**config.mk**
```make
export PLATFORM = sky130hd
export DESIGN_NAME = uart_rx_stream
export DESIGN_NICKNAME = d
export VERILOG_FILES = /design/src/rtl/uart_rx_stream.sv
export SDC_FILE = /design/constraint.sdc
export NUM_CORES = 1
export LEC_CHECK = 0
export BUFFER_PORTS_ARGS = -buffer_cell sky130_fd_sc_hd__buf_2
export CORE_ASPECT_RATIO = 0.8
export CORE_MARGIN = 2
export CORE_UTILIZATION = 56
export DETAILED_ROUTE_END_ITERATION = 10
export PLACE_DENSITY = 0.76
export RECOVER_POWER = 100
export SYNTH_ARGS = -nofsm -noshare
export SYNTH_HDL_FRONTEND = slang
export SYNTH_SLANG_ARGS = --single-unit
```
**constraint.sdc**
```tcl
create_clock -name clk -period 2.7 [get_ports clk]
set_input_delay 0.27 -clock clk [delete_from_list [all_inputs] [get_ports clk]]
set_output_delay 0.27 -clock clk [all_outputs]
set_load 0.05 [all_outputs]
```
**src/rtl/uart_rx_stream.sv**
```systemverilog
// rtl/uart_rx_stream.sv - 8N1 UART receiver with FWFT byte FIFO and valid/ready output
//
// Ports:
//   clk         system clock, rising edge
//   reset_n     asynchronous active-low reset
//   rxd         serial line, idle high, asynchronous to clk
//   m_data      head-of-FIFO byte (0 while m_valid=0)
//   m_valid     FIFO non-empty
//   m_ready     consumer accepts head byte when m_valid=1
//   fifo_count  entries held, 0..FIFO_DEPTH
//   frame_err   1-cycle pulse, stop bit sampled low
//   overrun     1-cycle pulse, byte completed while FIFO full and not popping
module uart_rx_stream #(
    parameter int CLK_HZ     = 50_000_000,
    parameter int BAUD       = 115200,
    parameter int FIFO_DEPTH = 16
) (
    input  logic                          clk,
    input  logic                          reset_n,
    input  logic                          rxd,
    output logic [7:0]                    m_data,
    output logic                          m_valid,
    input  logic                          m_ready,
    output logic [$clog2(FIFO_DEPTH):0]   fifo_count,
    output logic                          frame_err,
    output logic                          overrun
);

    localparam int CLKS_PER_BIT = CLK_HZ / BAUD;
    localparam int CW           = $clog2(CLKS_PER_BIT);
    localparam int AW           = $clog2(FIFO_DEPTH);

    localparam logic [CW-1:0] HALF_END = CW'(CLKS_PER_BIT / 2 - 1);
    localparam logic [CW-1:0] BIT_END  = CW'(CLKS_PER_BIT - 1);
    localparam logic [AW:0]   FULL_CNT = (AW + 1)'(FIFO_DEPTH);

    typedef enum logic [2:0] {
        S_IDLE,
        S_START,
        S_DATA,
        S_STOP,
        S_BREAK
    } state_t;

    // Line synchroniser; presets to 1 so reset never looks like a start bit.
    logic [1:0] sync;
    logic       rx_s;

    always_ff @(posedge clk or negedge reset_n) begin
        if (!reset_n) begin
            sync <= 2'b11;
        end else begin
            sync <= {sync[0], rxd};
        end
    end

    assign rx_s = sync[1];

    state_t         state, state_n;
    logic [CW-1:0]  cnt, cnt_n;
    logic [2:0]     idx, idx_n;
    logic [7:0]     shreg, shreg_n;
    logic           push_req;
    logic           ferr_req;

    always_ff @(posedge clk or negedge reset_n) begin
        if (!reset_n) begin
            state <= S_IDLE;
            cnt   <= '0;
            idx   <= '0;
            shreg <= '0;
        end else begin
            state <= state_n;
            cnt   <= cnt_n;
            idx   <= idx_n;
            shreg <= shreg_n;
        end
    end

    always_comb begin
        state_n  = state;
        cnt_n    = cnt + 1'b1;
        idx_n    = idx;
        shreg_n  = shreg;
        push_req = 1'b0;
        ferr_req = 1'b0;
        case (state)
            S_IDLE: begin
                cnt_n = '0;
                if (!rx_s) begin
                    state_n = S_START;
                end
            end
            S_START: begin
                // Re-check the line mid start bit to reject short glitches.
                if (cnt == HALF_END) begin
                    cnt_n   = '0;
                    idx_n   = '0;
                    state_n = rx_s ? S_IDLE : S_DATA;
                end
            end
            S_DATA: begin
                if (cnt == BIT_END) begin
                    cnt_n   = '0;
                    shreg_n = {rx_s, shreg[7:1]};
                    idx_n   = idx + 1'b1;
                    if (idx == 3'd7) begin
                        state_n = S_STOP;
                    end
                end
            end
            S_STOP: begin
                if (cnt == BIT_END) begin
                    cnt_n = '0;
                    if (rx_s) begin
                        push_req = 1'b1;
                        state_n  = S_IDLE;
                    end else begin
                        ferr_req = 1'b1;
                        state_n  = S_BREAK;
                    end
                end
            end
            S_BREAK: begin
                // A held-low line must return high before a new start is accepted.
                cnt_n = '0;
                if (rx_s) begin
                    state_n = S_IDLE;
                end
            end
            default: begin
                cnt_n   = '0;
                state_n = S_IDLE;
            end
        endcase
    end

    logic [7:0]    mem [FIFO_DEPTH];
    logic [AW-1:0] wr_ptr, rd_ptr;
    logic [AW:0]   count;
    logic          full;
    logic          pop;
    logic          push_ok;

    assign full    = (count == FULL_CNT);
    assign m_valid = (count != '0);
    assign pop     = m_valid & m_ready;
    // A pop in the same cycle frees the slot, so a full FIFO still accepts the push.
    assign push_ok = push_req & (~full | pop);

    assign m_data     = m_valid ? mem[rd_ptr] : 8'h00;
    assign fifo_count = count;

    always_ff @(posedge clk) begin
        if (push_ok) begin
            mem[wr_ptr] <= shreg;
        end
    end

    always_ff @(posedge clk or negedge reset_n) begin
        if (!reset_n) begin
            wr_ptr    <= '0;
            rd_ptr    <= '0;
            count     <= '0;
            frame_err <= 1'b0;
            overrun   <= 1'b0;
        end else begin
            frame_err <= ferr_req;
            overrun   <= push_req & ~push_ok;
            if (push_ok) begin
                wr_ptr <= wr_ptr + 1'b1;
            end
            if (pop) begin
                rd_ptr <= rd_ptr + 1'b1;
            end
            case ({push_ok, pop})
                2'b10:   count <= count + 1'b1;
                2'b01:   count <= count - 1'b1;
                default: count <= count;
            endcase
        end
    end

endmodule

```
==> impl_metrics.py, run 1 <==
metrics = {
    "power_and_ir_drop": {
        "switching_share": 0.277,
        "leakage_nw": 3.25,
        "seqPwrFrac": 0.458,
        "power_mw": 6.56,
        "powerDensity_mw_per_mm2": 809,
        "max-vdd-ir-drop_mv": 0.485,
        "power_switching_mw": 1.81,
        "combPwrFrac": 0.185,
        "pwr-share-clk": 0.357,
        "p_int_mw": 4.74,
    },
    "timing": {
        "rsz0062_at_grt": "false",
        "hold_viol_final": 0,
        "report.final.slew_viol_count": 41,
        "layout_min_cycle_time_ps": 2560,
        "slew_headroom": -0.429,
        "fin_worst_skew_ps": 10.5,
        "worstMarginPinSlew_ps": 2140,
        "max_freq_ghz": 0.391,
        "finalSetupViolCount": 0,
        "finalCritPeriodShare": 0.947,
    },
    "worst_setup_path": {
        "crit_chain": "buf_12 -> mux4_2 -> mux2i_1 -> o22ai_1 -> buf_2",
        "rr_startpoint": "cnt[1]",
        "reg2reg_to": "mem[8][6]",
        "cp-start-kind": "flip-flop",
        "path_buf_inv": 2,
        "reg2regPathDepth": 9,
        "critPathKind": "reg -> out",
        "cpLargestDelayFamily": "multiplexers",
        "end_kind": "output pin",
        "r2r_slack_ps": 150,
        "crit_required_ps": 2430,
        "slowest_stage": "mux4_2",
        "slowest_delay_ps": 570,
        "worstPathArrival_ps": 2290,
        "cp_max_fo": 16,
    },
    "hold_path": {
        "min_from": "m_ready",
        "hold_path_end": "fifo_count[1]",
        "hold_class": "in -> reg",
        "hold_depth": 2,
    },
    "placed_design": {
        "portBuffers": 19,
        "hpwl_um": 8980,
        "gp_congestion": 0.808,
        "place_area_mm2": 0.00753,
    },
    "cells_and_area": {
        "nNetsFinal": 485,
        "layout-drive-gt1-share": 0.234,
        "fillers": 846,
        "n_antenna_cell": 0,
        "fin_area_mm2": 0.00811,
        "area_growth_pct": 14.0,
    },
    "synth": {
        "synthAdderAreaFrac": 0.0193,
        "synth_top_family_by_area": "multiplexers",
        "synth_area_leaders": "edfxtp_1 (54%), dfrtp_1 (13%), mux4_2 (10%)",
        "synth_seq_cells": 168,
        "async_reset_ff_frac": 0.238,
        "yosys-mux-area-fraction": 0.133,
        "syn_avg_cell_area_um2": 16.8,
        "synth_compound_gate_area_share": 0.0306,
        "synth_simple_gate_area_frac": 0.0974,
        "yosys.area_share.xor_xnor": 0.0209,
        "synth.most_common_cell": "edfxtp_1",
        "synth_top_cell_area_share": 0.540,
        "synthFlopType": "edfxtp_1",
        "synth_edf_count": 128,
        "ys_warn_count": 0,
        "netlist.top_cell.by_area": "edfxtp_1",
        "synthCells": 424,
        "yosysUniqueCellTypes": 52,
        "netlist_top_cells_count": "edfxtp_1 (128), dfrtp_1 (38), nand2_1 (35), mux4_2 (32), mux2i_1 (20)",
        "synth_area_mm2": 0.00711,
        "synth_seq_area_share": 0.681,
        "syn_nets": 439,
    },
    "drt": {
        "drtIter0Drc": 420,
        "routed_wirelength_um": 14100,
        "vias": 3885,
        "dr.pass1.iters": 4,
        "post-route-drc-count": 0,
        "wl_per_cell_um": 21.6,
        "via_per_inst": 5.94,
        "antenna_left": 0,
    },
    "floorplan": {
        "core_area_mm2": 0.0123,
        "initial_core_util": 0.579,
        "io_pins": 20,
        "die_width_um": 130,
        "die_h_um": 105,
        "dieArea_mm2": 0.0136,
        "rows": 36,
    },
    "cts": {
        "clkTransAtPathRegs_ps": 70,
        "clkSinkCount": 168,
        "cts_buffers": 17,
        "clock_latency_ps": 420,
        "cts_tree": "yes",
        "root_buffer": "clkbuf_16",
        "cts-htree-levels": 4,
        "cts_max_path_buffers": 2,
    },
    "global_route": {
        "grt_overflow": 0,
        "globalRouteTotalUtil": 0.226,
        "grt_pass1_vias": 3843,
        "grt_max_degree": 41,
        "grt_pass1_wl_um": 22100,
        "antenna_found_initial": 0,
    },
    "outcome": {
        "violations": "max-capacitance violations, max-slew violations",
        "status": "finished with violations",
    },
    "run": {
        "cap_violations": 1,
    },
}
==> layout by cell type (no fill, tap or decap), types with 6 or more instances in the layout <==
cell type / instances
xor2_1: 8
dfrtp_1: 35
mux2i_1: 20
buf_4: 15
nand4_1: 6
o22ai_1: 9
nand3_1: 8
clkbuf_1: 14
ha_1: 11
clkbuf_2: 8
clkbuf_16: 17
edfxtp_1: 128
and4_1: 6
nor2_1: 16
nand2_1: 34
and2_0: 8
mux4_2: 32
inv_1: 6
xnor2_1: 9
nor4_1: 6
==> through the flow <==
stage / hold slack, ps / setup WS, ps / TNS [ps] / instances / util
floorplan: -25.6 / -114 / -114 / 424 / -
global placement: 346 / 328 / 0 / 617 / 0.612
detailed placement: 348 / 225 / 0 / 617 / 0.612
CTS: 4.54 / 26.0 / 0 / 650 / 0.660
global route: 219 / 10.6 / 0 / 654 / 0.659
finish: 213 / 143 / 0 / 654 / 0.659
==> worst max path at each step <==
stage                             start             to  slack [ps]  cells past startpoint
after floorplan           fifo_count[1]  fifo_count[1]        -110                     11
after global placement    fifo_count[0]  fifo_count[1]         330                      9
after detailed placement  fifo_count[0]  fifo_count[1]         220                      9
after CTS                     rd_ptr[0]      m_data[5]          30                      5
after global routing             cnt[1]      mem[8][6]          10                      9
final                         rd_ptr[0]      m_data[3]         140                      5
==> registers in the layout (all words and copies together) (netlist names) <==
| register | count |
|---|---|
| state | 3 |
| mem | 128 |
| overrun | 1 |
| rd_ptr | 4 |
| sync | 2 |
| cnt | 9 |
| idx | 3 |
| shreg | 8 |
| wr_ptr | 4 |
| fifo_count | 5 |
| frame_err | 1 |
==> power groups by stage <==
stage | clock (mW) | combinational, mW | sequential, mW
floorplan | 0 | 0.861 | 3.07
global placement | 0 | 1.16 | 3.06
detailed placement | 0 | 1.18 | 3.07
CTS | 2.38 | 1.19 | 3.02
global route | 2.49 | 1.31 | 3.01
finish | 2.34 | 1.21 | 3.00
==> cell families (layout without fill, tap and decap cells) <==
| family | after synthesis | after routing |
|---|---|---|
| fa+ha+maj | 11 | 11 |
| xor+xnor | 17 | 17 |
| buf+inv | 27 | 86 |
| flops | 168 | 168 |
| simple gates | 117 | 117 |
| mux | 54 | 54 |
| compound gates | 30 | 30 |
==> layer usage <==
layer / track usage / up-vias / part of all wire
met3: 0.0497 / 24 / 0.050
met5: 0 / - / 0
met4: 0.0906 / 0 / 0.021
met1: 0.327 / 1984 / 0.44
li1: - / 1764 / -
met2: 0.339 / 113 / 0.49
==> what timing repair did <==
item / in CTS / in global routing
buffers inserted: 0 / 4
resized for setup: 1 / 4
pin swaps: 0 / 0
endpoints found under the hold margin: 1 / 0
hold buffers: 1 / 0
endpoints found under the setup margin: 2 / 17
==> final cells by class <==
cell class | count | area (µm²) | share of cell area
flip-flops and latches | 168 | 4850 | 0.599
repair buffers | 48 | 303 | 0.0373
inverters | 6 | 22.5 | 0.00278
multi-input cells | 229 | 2140 | 0.264
well taps | 171 | 214 | 0.0264
clock buffers | 17 | 425 | 0.0525
clock inverters | 15 | 151 | 0.0187
Note: power is estimated with default switching activity, not from simulation.
==> run 2: changes to the inputs <==
CORE_UTILIZATION = 30   (was 56)
MAX_ROUTING_LAYER = met4   (was not set)
PLACE_DENSITY = 0.46   (was 0.76)
SETUP_SLACK_MARGIN = 0.02   (was not set)
==> impl_metrics.py, run 2 (same netlist as run 1, synthesis figures left out) <==
metrics = {
    "timing": {
        "layout_min_cycle_time_ps": 2580,
        "fin_worst_skew_ps": 10.1,
        "report.final.slew_viol_count": 0,
        "worstMarginPinSlew_ps": 1040,
        "whs_ps": 211,
        "max_freq_ghz": 0.388,
        "hold_viol_final": 0,
        "finalCritPeriodShare": 0.955,
        "slew_headroom": 0.309,
        "rsz0062_at_grt": "false",
        "finalSetupViolCount": 0,
    },
    "outcome": {
        "status": "completed",
    },
    "worst_setup_path": {
        "reg2reg_to": "mem[14][2]",
        "cp_max_fo": 8,
        "rr_startpoint": "fifo_count[0]",
        "r2r_slack_ps": 120,
        "end_kind": "flip-flop",
        "cp-startpoint": "fifo_count[0]",
        "worstSetupEndpoint": "mem[14][2]",
        "critPathKind": "reg -> reg",
        "reg2regPathDepth": 6,
        "crit_required_ps": 2880,
        "cp-start-kind": "flip-flop",
        "worstPathArrival_ps": 2760,
    },
    "floorplan": {
        "dieArea_mm2": 0.0250,
        "initial_core_util": 0.305,
        "die_width_um": 176,
        "core_area_mm2": 0.0233,
        "rows": 50,
        "io_pins": 20,
        "die_h_um": 142,
    },
    "placed_design": {
        "hpwl_um": 9760,
        "place_area_mm2": 0.00779,
        "gp_congestion": 0.765,
        "portBuffers": 19,
    },
    "drt": {
        "via_per_inst": 4.72,
        "antenna_left": 0,
        "drtIter0Drc": 372,
        "routed_wirelength_um": 15100,
        "vias": 3750,
        "post-route-drc-count": 0,
        "wl_per_cell_um": 19.0,
        "dr.pass1.iters": 6,
    },
    "global_route": {
        "antenna_found_initial": 0,
        "grt_pass1_vias": 3893,
        "globalRouteTotalUtil": 0.134,
        "grt_overflow": 0,
        "grt_pass1_wl_um": 23700,
        "grt_max_degree": 41,
    },
    "power_and_ir_drop": {
        "combPwrFrac": 0.187,
        "powerDensity_mw_per_mm2": 801,
        "pwr-share-clk": 0.373,
        "power_mw": 6.69,
        "max-vdd-ir-drop_mv": 0.423,
        "seqPwrFrac": 0.441,
        "switching_share": 0.290,
        "power_switching_mw": 1.94,
        "p_int_mw": 4.75,
        "leakage_nw": 3.26,
    },
    "cells_and_area": {
        "layout-drive-gt1-share": 0.232,
        "final_cell_mix": "edfxtp_1 (128), dfrtp_1 (35), nand2_1 (34)",
        "nNetsFinal": 485,
        "multi_input_area_mm2": 0.00214,
        "fillers": 2193,
        "largestRegisters": "mem x128, cnt x9, shreg x8",
        "top_register": "mem",
        "area_growth_pct": 17.3,
        "layout_commonest_cell": "edfxtp_1",
        "register_area_mm2": 0.00485,
        "fin_area_mm2": 0.00835,
        "n_antenna_cell": 0,
        "largest_reg_flops": 128,
    },
    "cts": {
        "cts_buffers": 17,
        "clkSinkCount": 168,
        "cts-htree-levels": 4,
        "clock_latency_ps": 430,
        "clkTransAtPathRegs_ps": 70,
        "root_buffer": "clkbuf_16",
        "cts_max_path_buffers": 2,
        "cts_tree": "yes",
    },
    "hold_path": {
        "hold_class": "in -> reg",
    },
    "run": {
        "cap_violations": 0,
    },
}
==> run 2: changes by cell type in the layout (fill, tap and decap cells not counted), moves of 4 or more <==
cell | before | now
buf_12 | 2 | 6
clkbuf_2 | 8 | 12
clkinv_2 | 4 | 0
inv_8 | 0 | 5
buf_4 | 15 | 6
==> run 2: per-layer routing <==
layer	vias up	GRT usage	part of all wire
li1	1765	-	-
met2	50	0.201	0.47
met3	9	0.0300	0.038
met5	-	-	0
met4	0	0.0405	0.0076
met1	1926	0.183	0.49
==> run 2: power groups by stage <==
| stage | registers, mW | clock network [mW] | logic, mW |
|---|---|---|---|
| 6_report | 2.95 | 2.49 | 1.25 |
| 5_1_grt | 2.96 | 2.67 | 1.34 |
| 4_1_cts | 2.95 | 2.58 | 1.29 |
| 3_5_place_dp | 3.00 | 0 | 1.28 |
| 3_3_place_gp | 3.00 | 0 | 1.29 |
| 2_1_floorplan | 3.07 | 0 | 0.863 |
==> run 2: final cells by class <==
| cell class | count | area share |
|---|---|---|
| Clock buffer | 17 | 0.0510 |
| Clock inverter | 15 | 0.0219 |
| Timing Repair Buffer | 48 | 0.0406 |
| Multi-Input combinational cell | 229 | 0.256 |
| Tap cell | 312 | 0.0468 |
| Sequential cell | 168 | 0.581 |
| Inverter | 6 | 0.00270 |
==> run 2: worst min-delay path by stage <==
| stage | start | end | slack, ps | depth (start not counted) |
|---|---|---|---|---|
| floorplan | reset_n | cnt[0] | -30 | 0 |
| global placement | sync[0] | sync[1] | 350 | 0 |
| detailed placement | sync[0] | sync[1] | 350 | 0 |
| CTS | m_ready | fifo_count[1] | 200 | 2 |
| global route | m_ready | fifo_count[1] | 210 | 2 |
| finish | m_ready | fifo_count[1] | 210 | 2 |
==> run 2: critical path, stage by stage (launching register included) <==
cell and delay, ps:
dfrtp_1 480, or4_1 580, clkbuf_1 250, nor3b_4 340
nor2_1 170, and4_1 320, buf_4 200
==> run 2: timing repair <==
action                                 in CTS  in global routing
resized for setup                           0                  3
setup endpoints to repair                   0                 40
buffers inserted                            0                  0
endpoints found under the hold margin      12                  0
hold buffers                                2                  0
==> run 2: per-stage QoR <==
stage / setup slack [ps] / utilization / setup TNS (ps) / cells
4_1_cts: 64.2 / 0.361 / 0 / 795
5_1_grt: 16.0 / 0.358 / 0 / 795
3_5_place_dp: 229 / 0.334 / 0 / 761
2_1_floorplan: -40.4 / - / -40.4 / 424
3_3_place_gp: 295 / 0.334 / 0 / 761
6_report: 121 / 0.358 / 0 / 795
==> run 3: changes to the inputs <==
CTS_CLUSTER_SIZE = 14   (was not set)
GPL_TIMING_DRIVEN = 0   (was not set)
==> impl_metrics.py, run 3 (same netlist as run 1, synthesis figures left out) <==
metrics = {
    "worst_setup_path": {
        "r2r_slack_ps": 40,
        "slowest_delay_ps": 560,
        "rr_startpoint": "fifo_count[2]",
        "worstPathArrival_ps": 2990,
        "critPathKind": "reg -> reg",
        "crit_required_ps": 3030,
        "end_kind": "flip-flop",
        "path_depth": 10,
        "cp_max_fo": 10,
        "slowest_stage": "or4_4",
        "worstSetupEndpoint": "fifo_count[1]",
        "path_buf_inv": 1,
        "cp-startpoint": "fifo_count[2]",
        "cp-start-kind": "flip-flop",
        "cpLargestDelayFamily": "simple AND/OR/NAND/NOR gates",
        "reg2regPathDepth": 10,
        "reg2reg_to": "fifo_count[1]",
        "crit_chain": "or4_4 -> buf_8 -> o21ai_4 -> nor2_2 -> xnor2_1 -> ha_1 -> nand4b_1 -> nor4_4 -> a2111oi_2 -> a31oi_1",
    },
    "placed_design": {
        "portBuffers": 18,
        "dpl.cell_count": 754,
        "gp_congestion": 0.769,
        "hpwl_um": 9540,
    },
    "cells_and_area": {
        "nNetsFinal": 480,
        "instances_no_fill": 790,
        "area_growth_pct": 18.5,
        "largest_reg_flops": 128,
        "layout_commonest_cell": "edfxtp_1",
        "layout-drive-gt1-share": 0.297,
        "final_cell_mix": "edfxtp_1 (128), dfrtp_1 (35), nand2_1 (34)",
        "multi_input_area_mm2": 0.00228,
        "n_antenna_cell": 0,
        "top_register": "mem",
        "largestRegisters": "mem x128, cnt x9, shreg x8",
        "fillers": 2205,
        "register_area_mm2": 0.00485,
    },
    "cts": {
        "cts_buffers": 17,
        "root_buffer": "clkbuf_16",
        "clkTransAtPathRegs_ps": 70,
        "clkSinkCount": 168,
        "cts-htree-levels": 4,
        "clock_latency_ps": 420,
        "cts_max_path_buffers": 2,
        "cts_tree": "yes",
    },
    "run": {
        "cap_violations": 1,
    },
    "drt": {
        "wl_per_cell_um": 19.1,
        "via_per_inst": 4.77,
        "vias": 3767,
        "post-route-drc-count": 0,
        "antenna_left": 0,
        "routed_wirelength_um": 15100,
        "drtIter0Drc": 345,
        "dr.pass1.iters": 4,
    },
    "floorplan": {
        "die_h_um": 142,
        "initial_core_util": 0.305,
        "die_width_um": 176,
        "io_pins": 20,
        "rows": 50,
        "dieArea_mm2": 0.0250,
        "core_area_mm2": 0.0233,
    },
    "timing": {
        "slew_headroom": -0.499,
        "rsz0062_at_grt": "true",
        "fin_setup_tns_ps": 0,
        "hold_viol_final": 0,
        "finalSetupViolCount": 0,
        "finalCritPeriodShare": 0.985,
        "worstMarginPinSlew_ps": 2250,
        "whs_ps": 360,
        "layout_min_cycle_time_ps": 2660,
        "report.final.slew_viol_count": 41,
        "max_freq_ghz": 0.376,
        "fin_worst_skew_ps": 10.9,
    },
    "power_and_ir_drop": {
        "power_switching_mw": 1.87,
        "max-vdd-ir-drop_mv": 0.438,
        "leakage_nw": 3.33,
        "seqPwrFrac": 0.440,
        "powerDensity_mw_per_mm2": 799,
        "power_mw": 6.74,
        "p_int_mw": 4.88,
        "combPwrFrac": 0.201,
        "switching_share": 0.277,
        "pwr-share-clk": 0.360,
    },
    "hold_path": {
        "hold_class": "reg -> reg",
    },
    "global_route": {
        "grt_overflow": 0,
        "globalRouteTotalUtil": 0.132,
        "grt_pass1_wl_um": 23300,
        "grt_max_degree": 41,
        "grt_pass1_vias": 3902,
        "antenna_found_initial": 0,
    },
    "outcome": {
        "status": "finished with violations",
        "violations": "max-capacitance violations, max-slew violations",
    },
}
## run 3: changes by cell type in the layout (fill, tap and decap cells not counted), moves of 5 or more
cell       delta
and2_2       +12
buf_2        +10
and2_1        -6
buf_12        -6
and2_0        -6
clkbuf_16     +5
inv_8         -5
clkbuf_2     -11
## run 3: power by group through the flow
stage / clock network [mW] / registers [mW] / logic, mW
after floorplan: 0 / 3.07 / 0.863
after global placement: 0 / 2.95 / 1.32
after detailed placement: 0 / 2.95 / 1.32
after CTS: 2.48 / 2.92 / 1.38
after global routing: 2.59 / 2.98 / 1.45
final: 2.43 / 2.96 / 1.35
## run 3: worst min path at each step
| stage | startpoint | endpoint | slack (ps) | cells after the start |
|---|---|---|---|---|
| after detailed placement | sync[0] | sync[1] | 350 | 0 |
| after global placement | sync[0] | sync[1] | 350 | 0 |
| after floorplan | reset_n | cnt[0] | -30 | 0 |
| after CTS | reset_n | cnt[0] | 10 | 1 |
| after global routing | sync[0] | sync[1] | 370 | 0 |
| final | sync[0] | sync[1] | 360 | 0 |
## run 3: per-layer routing
layer / share of wire / track usage
met5: 0 / -
met3: 0.030 / 0.0292
met2: 0.49 / 0.208
met4: 0.010 / 0.0418
met1: 0.47 / 0.172
## run 3: final cells by class
cell class                 count  area share
timing repair buffer          26      0.0172
clock inverter                 5     0.00312
clock buffer                  27      0.0688
multi-input combinational    229       0.270
inverter                       6     0.00267
tap                          312      0.0463
sequential                   168       0.575
buffer                        17      0.0162
## run 3: stage by stage
step | utilization | area (µm²) | setup WS, ps
global route | 0.361 | 8430 | -51.8
global placement | 0.326 | 7600 | -397
detailed placement | 0.326 | 7600 | -416
finish | 0.361 | 8430 | 40.3
CTS | 0.356 | 8310 | -140
floorplan | - | 7120 | -40.4
## run 3: timing repair
action | 4_1_cts | 5_1_grt
pin swaps | 0 | 7
gates resized for setup | 36 | 21
hold buffers | 1 | 0
setup buffers | 0 | 7
hold endpoints to repair | 1 | 0
setup endpoints to repair | 107 | 137
